==> config.mk <==
export PLATFORM = sky130hd
export DESIGN_NAME = uart_tx_port
export DESIGN_NICKNAME = d
export VERILOG_FILES = /design/src/rtl/uart_tx_port.sv
export SDC_FILE = /design/constraint.sdc
export NUM_CORES = 1
export LEC_CHECK = 0
export ABC_AREA = 1
export CORE_MARGIN = 4
export CORE_UTILIZATION = 30
export DETAILED_ROUTE_END_ITERATION = 12
export GPL_TIMING_DRIVEN = 0
export SYNTH_ARGS = -nofsm -noshare
export SYNTH_HDL_FRONTEND = slang
export SYNTH_SLANG_ARGS = --single-unit
==> constraint.sdc <==
create_clock -name clk -period 5.8 [get_ports clk]
set_input_delay 1.16 -clock clk [delete_from_list [all_inputs] [get_ports clk]]
set_output_delay 1.16 -clock clk [all_outputs]
set_load 0.01 [all_outputs]
==> src/rtl/uart_tx_port.sv <==
// Store-mapped 8N1 UART transmitter: FIFO-buffered bytes, STATUS polling register; Tx falls 2 clks after a push into an idle port.
// Backpressure: none on the bus; a push into a full FIFO (with no same-edge pop) is dropped and sets sticky overflow.
module uart_tx_port #(
    parameter logic [31:0] BASE_ADDR    = 32'h1001_0024,
    parameter int          CLKS_PER_BIT = 434,
    parameter int          FIFO_DEPTH   = 4
) (
    input  logic        clk,
    input  logic        reset,
    input  logic [31:0] Address,
    input  logic [31:0] WriteData,
    input  logic        MemWrite,
    input  logic        MemRead,
    output logic [31:0] ReadData,
    output logic        Tx,
    output logic        TxBusy
);
    localparam int          PTR_W       = $clog2(FIFO_DEPTH);
    localparam logic [15:0] BIT_LAST    = 16'(CLKS_PER_BIT - 1);
    localparam logic [4:0]  DEPTH       = 5'(FIFO_DEPTH);
    localparam logic [31:0] STATUS_ADDR = BASE_ADDR + 32'd4;

    typedef enum logic [1:0] {IDLE, START, DATA, STOP} stateT;

    logic [7:0]       fifoMem [FIFO_DEPTH];
    logic [PTR_W-1:0] wrPtr;
    logic [PTR_W-1:0] rdPtr;
    logic [4:0]       count;
    logic [4:0]       countNext;
    logic             overflow;
    stateT            state;
    stateT            stateNext;
    logic [15:0]      baudCnt;
    logic [15:0]      baudCntNext;
    logic [2:0]       bitIdx;
    logic [2:0]       bitIdxNext;
    logic [7:0]       shiftReg;
    logic [7:0]       shiftNext;
    logic             txNext;
    logic             pop;
    logic             pushReq;
    logic             pushOk;
    logic             ovfClr;
    logic             bitEnd;
    logic             empty;
    logic             full;
    logic             unusedWriteData;

    assign empty           = (count == 5'd0);
    assign full            = (count == DEPTH);
    assign bitEnd          = (baudCnt == BIT_LAST);
    assign pushReq         = MemWrite && (Address == BASE_ADDR);
    assign ovfClr          = MemWrite && (Address == STATUS_ADDR) && WriteData[3];
    // A full FIFO still takes the byte when the serializer frees a slot on the same edge.
    assign pushOk          = pushReq && (!full || pop);
    assign unusedWriteData = ^WriteData[31:8];

    always_comb begin
        countNext = count;
        if (pushOk && !pop) begin
            countNext = count + 5'd1;
        end else if (!pushOk && pop) begin
            countNext = count - 5'd1;
        end
    end

    always_comb begin
        stateNext   = state;
        baudCntNext = bitEnd ? 16'd0 : baudCnt + 16'd1;
        bitIdxNext  = bitIdx;
        shiftNext   = shiftReg;
        pop         = 1'b0;
        txNext      = 1'b1;
        case (state)
            IDLE: begin
                baudCntNext = 16'd0;
                if (!empty) begin
                    pop       = 1'b1;
                    shiftNext = fifoMem[rdPtr];
                    stateNext = START;
                end
            end
            START: begin
                txNext = 1'b0;
                if (bitEnd) begin
                    stateNext  = DATA;
                    bitIdxNext = 3'd0;
                end
            end
            DATA: begin
                txNext = shiftReg[0];
                if (bitEnd) begin
                    shiftNext  = {1'b0, shiftReg[7:1]};
                    bitIdxNext = bitIdx + 3'd1;
                    if (bitIdx == 3'd7) begin
                        stateNext = STOP;
                    end
                end
            end
            STOP: begin
                if (bitEnd) begin
                    if (!empty) begin
                        pop       = 1'b1;
                        shiftNext = fifoMem[rdPtr];
                        stateNext = START;
                    end else begin
                        stateNext = IDLE;
                    end
                end
            end
            default: stateNext = IDLE;
        endcase
    end

    always_ff @(posedge clk) begin
        if (!reset) begin
            state    <= IDLE;
            baudCnt  <= 16'd0;
            bitIdx   <= 3'd0;
            shiftReg <= 8'd0;
            wrPtr    <= '0;
            rdPtr    <= '0;
            count    <= 5'd0;
            overflow <= 1'b0;
            Tx       <= 1'b1;
            TxBusy   <= 1'b0;
        end else begin
            state    <= stateNext;
            baudCnt  <= baudCntNext;
            bitIdx   <= bitIdxNext;
            shiftReg <= shiftNext;
            count    <= countNext;
            Tx       <= txNext;
            TxBusy   <= (stateNext != IDLE) || (countNext != 5'd0);
            if (pushOk) begin
                wrPtr <= wrPtr + PTR_W'(1);
            end
            if (pop) begin
                rdPtr <= rdPtr + PTR_W'(1);
            end
            if (pushReq && !pushOk) begin
                overflow <= 1'b1;
            end else if (ovfClr) begin
                overflow <= 1'b0;
            end
        end
    end

    always_ff @(posedge clk) begin
        if (pushOk) begin
            fifoMem[wrPtr] <= WriteData[7:0];
        end
    end

    // Zero when not selected so the bus can OR this with RAM read data.
    always_comb begin
        ReadData = 32'd0;
        if (MemRead && (Address == STATUS_ADDR)) begin
            ReadData = {24'd0, count[3:0], overflow, empty, (state != IDLE), full};
        end
    end
endmodule

==> results of run 1 <==
[cell type report]
class	count	area [µm²]
Fill cell	1348	8020
Multi-Input combinational cell	344	1830
Sequential cell	75	1820
Timing Repair Buffer	53	531
Inverter	76	287
Clock buffer	10	239
Buffer	32	221
Tap cell	176	220
Clock inverter	6	71.3
[state kept, by name, summed over array words and instances, names as in the netlist, named ones only]
name,cells
state,2
baudCnt,16
wrPtr,2
rdPtr,2
fifoMem,32
count,5
bitIdx,3
shiftReg,8
Tx,1
overflow,1
TxBusy,1
[worst max path at each step]
stage                start     endpoint  slack [ns]  cells past startpoint
2_1_floorplan  Address[29]  ReadData[0]        2.62                      7
3_3_place_gp   Address[16]  ReadData[2]        1.41                      8
3_5_place_dp   Address[21]  ReadData[1]        1.39                      9
4_1_cts        Address[21]  ReadData[1]        1.39                      9
5_1_grt        Address[21]  ReadData[0]        1.27                      9
6_report       Address[21]  ReadData[2]        1.45                      9
[metrics by stage]
stage                     power, mW  instances
after CTS                      1.94        772
after detailed placement       1.37        756
after global routing           2.06        772
after global placement         1.36        756
after floorplan                1.20        527
final                          1.92        772
[synthesized netlist by cell type]
cell / instances / area (µm²)
buf_4: 25 / 188
nor3b_4: 1 / 18.8
o31ai_1: 1 / 7.51
edfxtp_1: 32 / 961
o21a_1: 2 / 15.0
nor4_2: 2 / 25.0
nor2_4: 1 / 11.3
dfxtp_1: 43 / 861
nand3_1: 19 / 95.1
nand2_1: 85 / 319
nand2_2: 4 / 25.0
a211oi_2: 2 / 25.0
xor2_1: 6 / 52.6
a41oi_1: 1 / 8.76
and2_1: 1 / 6.26
o22ai_1: 8 / 50.1
o21ai_1: 3 / 15.0
inv_1: 67 / 251
nor3b_1: 2 / 15.0
a311oi_1: 6 / 52.6
nor2_2: 7 / 43.8
buf_6: 1 / 11.3
nor3_1: 7 / 35.0
clkbuf_1: 6 / 22.5
nor3_2: 1 / 10.0
a31oi_1: 1 / 6.26
nand4_1: 11 / 68.8
o32ai_4: 1 / 27.5
inv_2: 8 / 30.0
nand2_4: 3 / 33.8
xnor2_1: 1 / 8.76
a21oi_1: 23 / 115
a311oi_2: 1 / 15.0
nand3_2: 3 / 30.0
o21ai_0: 26 / 130
nor2_1: 76 / 285
ha_1: 15 / 188
conb_1: 1 / 3.75
clkinv_2: 1 / 5.00
[cells by family (layout without fill, tap and decap cells)]
group / count (synthesis) / in the layout
AOI/OAI and AO/OA: 75 / 75
xor gates and xnor gates: 7 / 7
buffers and inverters: 108 / 177
DFF: 75 / 75
and+or+nand+nor: 223 / 223
adders and majority gates: 15 / 15
other: 1 / 24
[critical path, cell delays in order]
cell	delay, ns
clkdlybuf4s50_1	0.41
inv_1	0.06
nand2_1	0.04
nor2_1	0.15
nand4_1	0.21
nor2_1	0.18
nand2_1	0.21
nor2_1	0.20
clkdlybuf4s50_1	0.57
[routing by layer]
metal	GRT usage [%]	wire length, µm	vias up
met5	0	0	-
met4	4.51	146	0
met3	3.86	698	10
met2	18.9	4000	111
met1	12.4	3690	1516
li1	-	-	1775
[power by group through the flow]
stage          Combinational, mW  Clock (mW)  Sequential (mW)
2_1_floorplan              0.536           0            0.661
3_3_place_gp               0.685           0            0.671
3_5_place_dp               0.695           0            0.673
4_1_cts                    0.699       0.578            0.661
5_1_grt                    0.793       0.600            0.668
6_report                   0.699       0.561            0.662
==> summary.md, run 1 <==
| Metric | Value |
|---|---|
| WL final | 8540 µm |
| Wire length per cell | 11.1 µm |
| RSZ-0062 raised after global routing | no |
| Hpwl dp | 6570 µm |
| WP data arrival | 3.19 ns |
| Max Fanout on Critical Path | 8 |
| Yosys warning count | 0 |
| Pre-antenna DRT Iters | 4 |
| TritonCTS buffer count | 9 |
| CP Launch Type | input port |
| Switch share | 35.9% |
| Core area | 13200 µm² |
| Data required, critical path | 4.64 ns |
| Layout Cell Area excl Fill | 5220 µm² |
| Post-CTS Setup Inserts | 0 |
| Commonest non-fill, non-tap cell in the layout | nand2_1 |
| Antenna violations before repair | 0 |
| Post-synthesis compound-gate area fraction | 11.5% |
| HP Class | flip-flop to flip-flop |
| Routability congestion estimate | 0.823 |
| Min Tclk post-route | 4.35 ns |
| Outcome | complete, no violations |
| Worst R2R Setup Slack | 3.14 ns |
| Max Slew Vio Count | 0 |
| PwrDens | 368 nW/µm² |
| Fin Setup TNS | 0 ns |
| Vias | 3412 |
| Min-Delay Startpoint | rdPtr[0] |
| P_leak | 2.12 nW |
| Synth Instances | 504 |
| Die area | 15500 µm² |
| Netlist cell types | 39 |
| Root buffer cell | clkbuf_16 |
| Placed cell area | 4910 µm² |
| Vias per inst | 4.42 |
| Worst-margin pin slew | 0.831 ns |
| Largest family of logic cells by synthesized area | simple AND/OR/NAND/NOR gates |
| Netlist Area Pre-Place | 4070 µm² |
| Seq pwr share | 34.4% |
| DIE HEIGHT | 125 µm |
| Setup crit end kind | output port |
| Num ports | 102 |
| Hold-fix buffers, CTS | 0 |
| Initial Util | 30.8% |
| Synth Area in XOR/XNOR | 1.51% |
| Clock power frac | 29.2% |
| FF-to-FF path depth | 13 |
| Logic pwr share | 36.4% |
| Gates resized, CTS repair | 0 |
| Hold slack | 0.469 ns |
| Post-Synth Simple-Gate Area | 25.1% |
| NetSw | 0.690 mW |
| Share of layout cells above drive strength 1 | 12.9% |
| First-pass GRT wire length | 14200 µm |
| Cell Int Power | 1.23 mW |
| Diodes inserted | 0 |
| Area delta synth->final | 28.2% |
| Post-synthesis sequential area ratio | 44.7% |
| Clk sinks | 75 |
| Final WS setup | 1.45 ns |
| CTS max path bufs | 2 |
| Chip Width | 125 µm |
| GRT Resource Usage Total | 11.0% |
| IO buf count | 53 |
| DRC | 0 |
| Vias in the first global route | 3223 |
| Clock Latency Late Sink | 0.33 ns |
| Setup violations, final | 0 |
| Setup CP Type | input port to output port |
| Total grt overflow | 0 |
| Synth Area in Adders | 4.61% |
| FMAX | 0.230 GHz |
| Hold depth | 1 |
| Core Util, Final | 39.4% |
| Mean area per synthesized cell | 8.08 µm² |
| CTS tree | built |
| Final worst path period share | 75.1% |
| Final Hold Viols | 0 |
| CTS HTree Levels | 3 |
| Max-Cap Viols | 0 |
| Std-Cell Rows | 42 |
| Final #Nets | 674 |
| FF-to-FF End | fifoMem[3][6] |
| Post-synthesis sequential element count | 75 |
| Initial drt markers | 171 |
| Post-DRT Antenna Nets | 0 |
| Launch point of the worst reg-to-reg path | count[1] |
| Mux cell area share after synthesis | 0% |
| Peak supply drop | 0.160 mV |
| Most frequent cells in the layout | nand2_1, nor2_1, inv_1, clkdlybuf4s50_1, dfxtp_1 |
| Slew HR | 44.4% |
| Pre-CTS WS | 1.39 ns |
| Setup Skew | 0.00656 ns |
| Largest net degree at the start of global routing | 15 |
| Worst-path clk slew | 0.06 ns |
Power figures use the tool's default switching activity.
==> run 2: changes to the inputs <==
==> constraint.sdc (replaced) <==
create_clock -name clk -period 4.2 [get_ports clk]
set_input_delay 0.84 -clock clk [delete_from_list [all_inputs] [get_ports clk]]
set_output_delay 0.84 -clock clk [all_outputs]
set_load 0.01 [all_outputs]
==> results of run 2 <==
The final DEF is identical to that of run 1. Status: complete, no violations.
Main changes from that run: setup slack after placement 1.39 ns -> 0.435 ns; setup slack after layout 1.45 ns -> 0.485 ns; register-to-register setup slack 3.14 ns -> 1.54 ns; total power 1.92 mW -> 2.65 mW; worst IR drop on VDD 0.160 mV -> 0.220 mV
==> run 3: changes to the inputs <==
--- a/config.mk
+++ b/config.mk
@@ -6,7 +6,7 @@
 export NUM_CORES = 1
 export LEC_CHECK = 0
 export ABC_AREA = 1
-export CORE_MARGIN = 4
+export CORE_MARGIN = 2
 export CORE_UTILIZATION = 30
 export DETAILED_ROUTE_END_ITERATION = 12
 export GPL_TIMING_DRIVEN = 0
==> summary.md, run 3 (same netlist as run 1, synthesis figures left out) <==
| Metric | Value |
|---|---|
| Hpwl dp | 6520 µm |
| PwrDens | 510 nW/µm² |
| P_leak | 2.13 nW |
| Pre-CTS WS | 0.487 ns |
| Antenna violations before repair | 0 |
| Max-Cap Viols | 0 |
| Share of layout cells above drive strength 1 | 12.8% |
| Peak supply drop | 0.182 mV |
| Worst-path clk slew | 0.06 ns |
| Min Tclk post-route | 3.68 ns |
| Setup Skew | 0.00581 ns |
| Setup crit end kind | output port |
| Total grt overflow | 0 |
| Logic pwr share | 36.5% |
| Switch share | 36.1% |
| Cell Int Power | 1.70 mW |
| Post-CTS Setup Inserts | 0 |
| FMAX | 0.272 GHz |
| Clock power frac | 29.1% |
| DRC | 0 |
| DIE HEIGHT | 121 µm |
| WL final | 8610 µm |
| Fin Setup TNS | 0 ns |
| Vias per inst | 4.42 |
| CP cell instances | clkdlybuf4s50_1 > nand2_1 > nor2_1 > nand4_1 > nor2_1 > nand2_1 > nor2_1 > clkdlybuf4s50_1 |
| Clk sinks | 75 |
| RSZ-0062 raised after global routing | no |
| Largest net degree at the start of global routing | 15 |
| HP Class | flip-flop to flip-flop |
| Pwr Total | 2.66 mW |
| Seq pwr share | 34.4% |
| Gates resized, CTS repair | 0 |
| Data required, critical path | 3.36 ns |
| NetSw | 0.961 mW |
| Hold slack | 0.465 ns |
| Worst path depth | 8 |
| Diodes inserted | 0 |
| Slowest CP cell | clkdlybuf4s50_1 |
| Max Fanout on Critical Path | 8 |
| Area delta synth->final | 28.0% |
| CP top delay family | buffers and inverters |
| Pre-antenna DRT Iters | 4 |
| Std-Cell Rows | 42 |
| Placed insts | 756 |
| First-pass GRT wire length | 14500 µm |
| CTS HTree Levels | 3 |
| FF-to-FF path depth | 13 |
| Core Util, Final | 39.4% |
| WP data arrival | 2.84 ns |
| Root buffer cell | clkbuf_16 |
| Final worst path period share | 87.5% |
| Initial drt markers | 95 |
| Worst path buffer plus inverter count | 2 |
| Worst-margin pin slew | 0.811 ns |
| Vias in the first global route | 3269 |
| Largest regs | fifoMem: 32 flops, baudCnt: 16 flops, shiftReg: 8 flops |
| Cell mode on critical path | nor2_1 |
| Max reg flops | 32 |
| Final WS setup | 0.523 ns |
| Hold depth | 2 |
| CP Launch Type | input port |
| Final Hold Viols | 0 |
| Placed cell area | 4910 µm² |
| Slew HR | 45.7% |
| Setup violations, final | 0 |
| Initial Util | 30.8% |
| Layout Cell Area excl Fill | 5210 µm² |
| Non-Filler Instances | 772 |
| Outcome | complete, no violations |
| Wire length per cell | 11.2 µm |
| Chip Width | 121 µm |
| Die area | 14500 µm² |
| CTS max path bufs | 2 |
| Final #Nets | 674 |
| IO buf count | 53 |
| Routability congestion estimate | 0.872 |
| Clock Latency Late Sink | 0.33 ns |
| Max incr delay on CP | 0.57 ns |
| Commonest non-fill, non-tap cell in the layout | nand2_1 |
| Setup CP Type | input port to output port |
| Hold-fix buffers, CTS | 0 |
| Num ports | 102 |
| Post-DRT Antenna Nets | 0 |
| Vias | 3413 |
| CTS tree | built |
| GRT Resource Usage Total | 12.6% |
| TritonCTS buffer count | 9 |
| Reg with most FFs | fifoMem |
| # fillers | 1374 |
| Max Slew Vio Count | 0 |
| Most frequent cells in the layout | nand2_1, nor2_1, inv_1, clkdlybuf4s50_1, dfxtp_1 |
| Core area | 13200 µm² |
run 3: changes by cell type in the layout (fill, tap and decap cells not counted):
cell	delta
inv_4	+1
clkbuf_1	+1
clkinvlp_4	-1
inv_6	-1
run 3: area by class of cell:
cell class                      count  area [µm²]  share of cell area (%)
Multi-Input combinational cell    344        1830                    35.1
Clock buffer                       11         243                    4.66
Tap cell                          176         220                    4.22
Sequential cell                    75        1820                    34.9
Inverter                           76         287                    5.50
Clock inverter                      5        61.3                    1.18
Timing Repair Buffer               53         531                    10.2
Buffer                             32         221                    4.25
run 3: worst paths after layout:
check / start / slack [ns] / end
setup reg to reg: count[1] / 1.57 / fifoMem[2][6]
hold / removal: rdPtr[1] / 0.47 / rdPtr[1]
setup / recovery: Address[16] / 0.52 / ReadData[3]
hold reg to reg: rdPtr[1] / 0.47 / rdPtr[1]
run 3: metal layers:
layer,up-vias,part of all wire (%),GRT usage [%]
met1,1528,45,14.9
met3,13,6.5,3.54
met4,0,2.2,5.74
li1,1774,-,-
met2,98,46,21.2
met5,-,0,0
run 3: power by group through the flow:
stage	registers [mW]	clock network [mW]	logic, mW
floorplan	0.912	0	0.741
global placement	0.926	0	0.949
detailed placement	0.929	0	0.969
CTS	0.915	0.792	0.971
global route	0.930	0.820	1.11
finish	0.916	0.773	0.972
run 3: worst reg2reg max path: stages (launching register included):
cell and delay (ns):
dfxtp_1 0.38, inv_1 0.10, ha_1 0.18, inv_1 0.07, nor2_1 0.07, a21oi_1 0.16
nand3_2 0.12, nand2_4 0.11, nand2_4 0.10, nand2_4 0.09, inv_2 0.03, nor2_1 0.12
inv_2 0.10, nor2_1 0.63
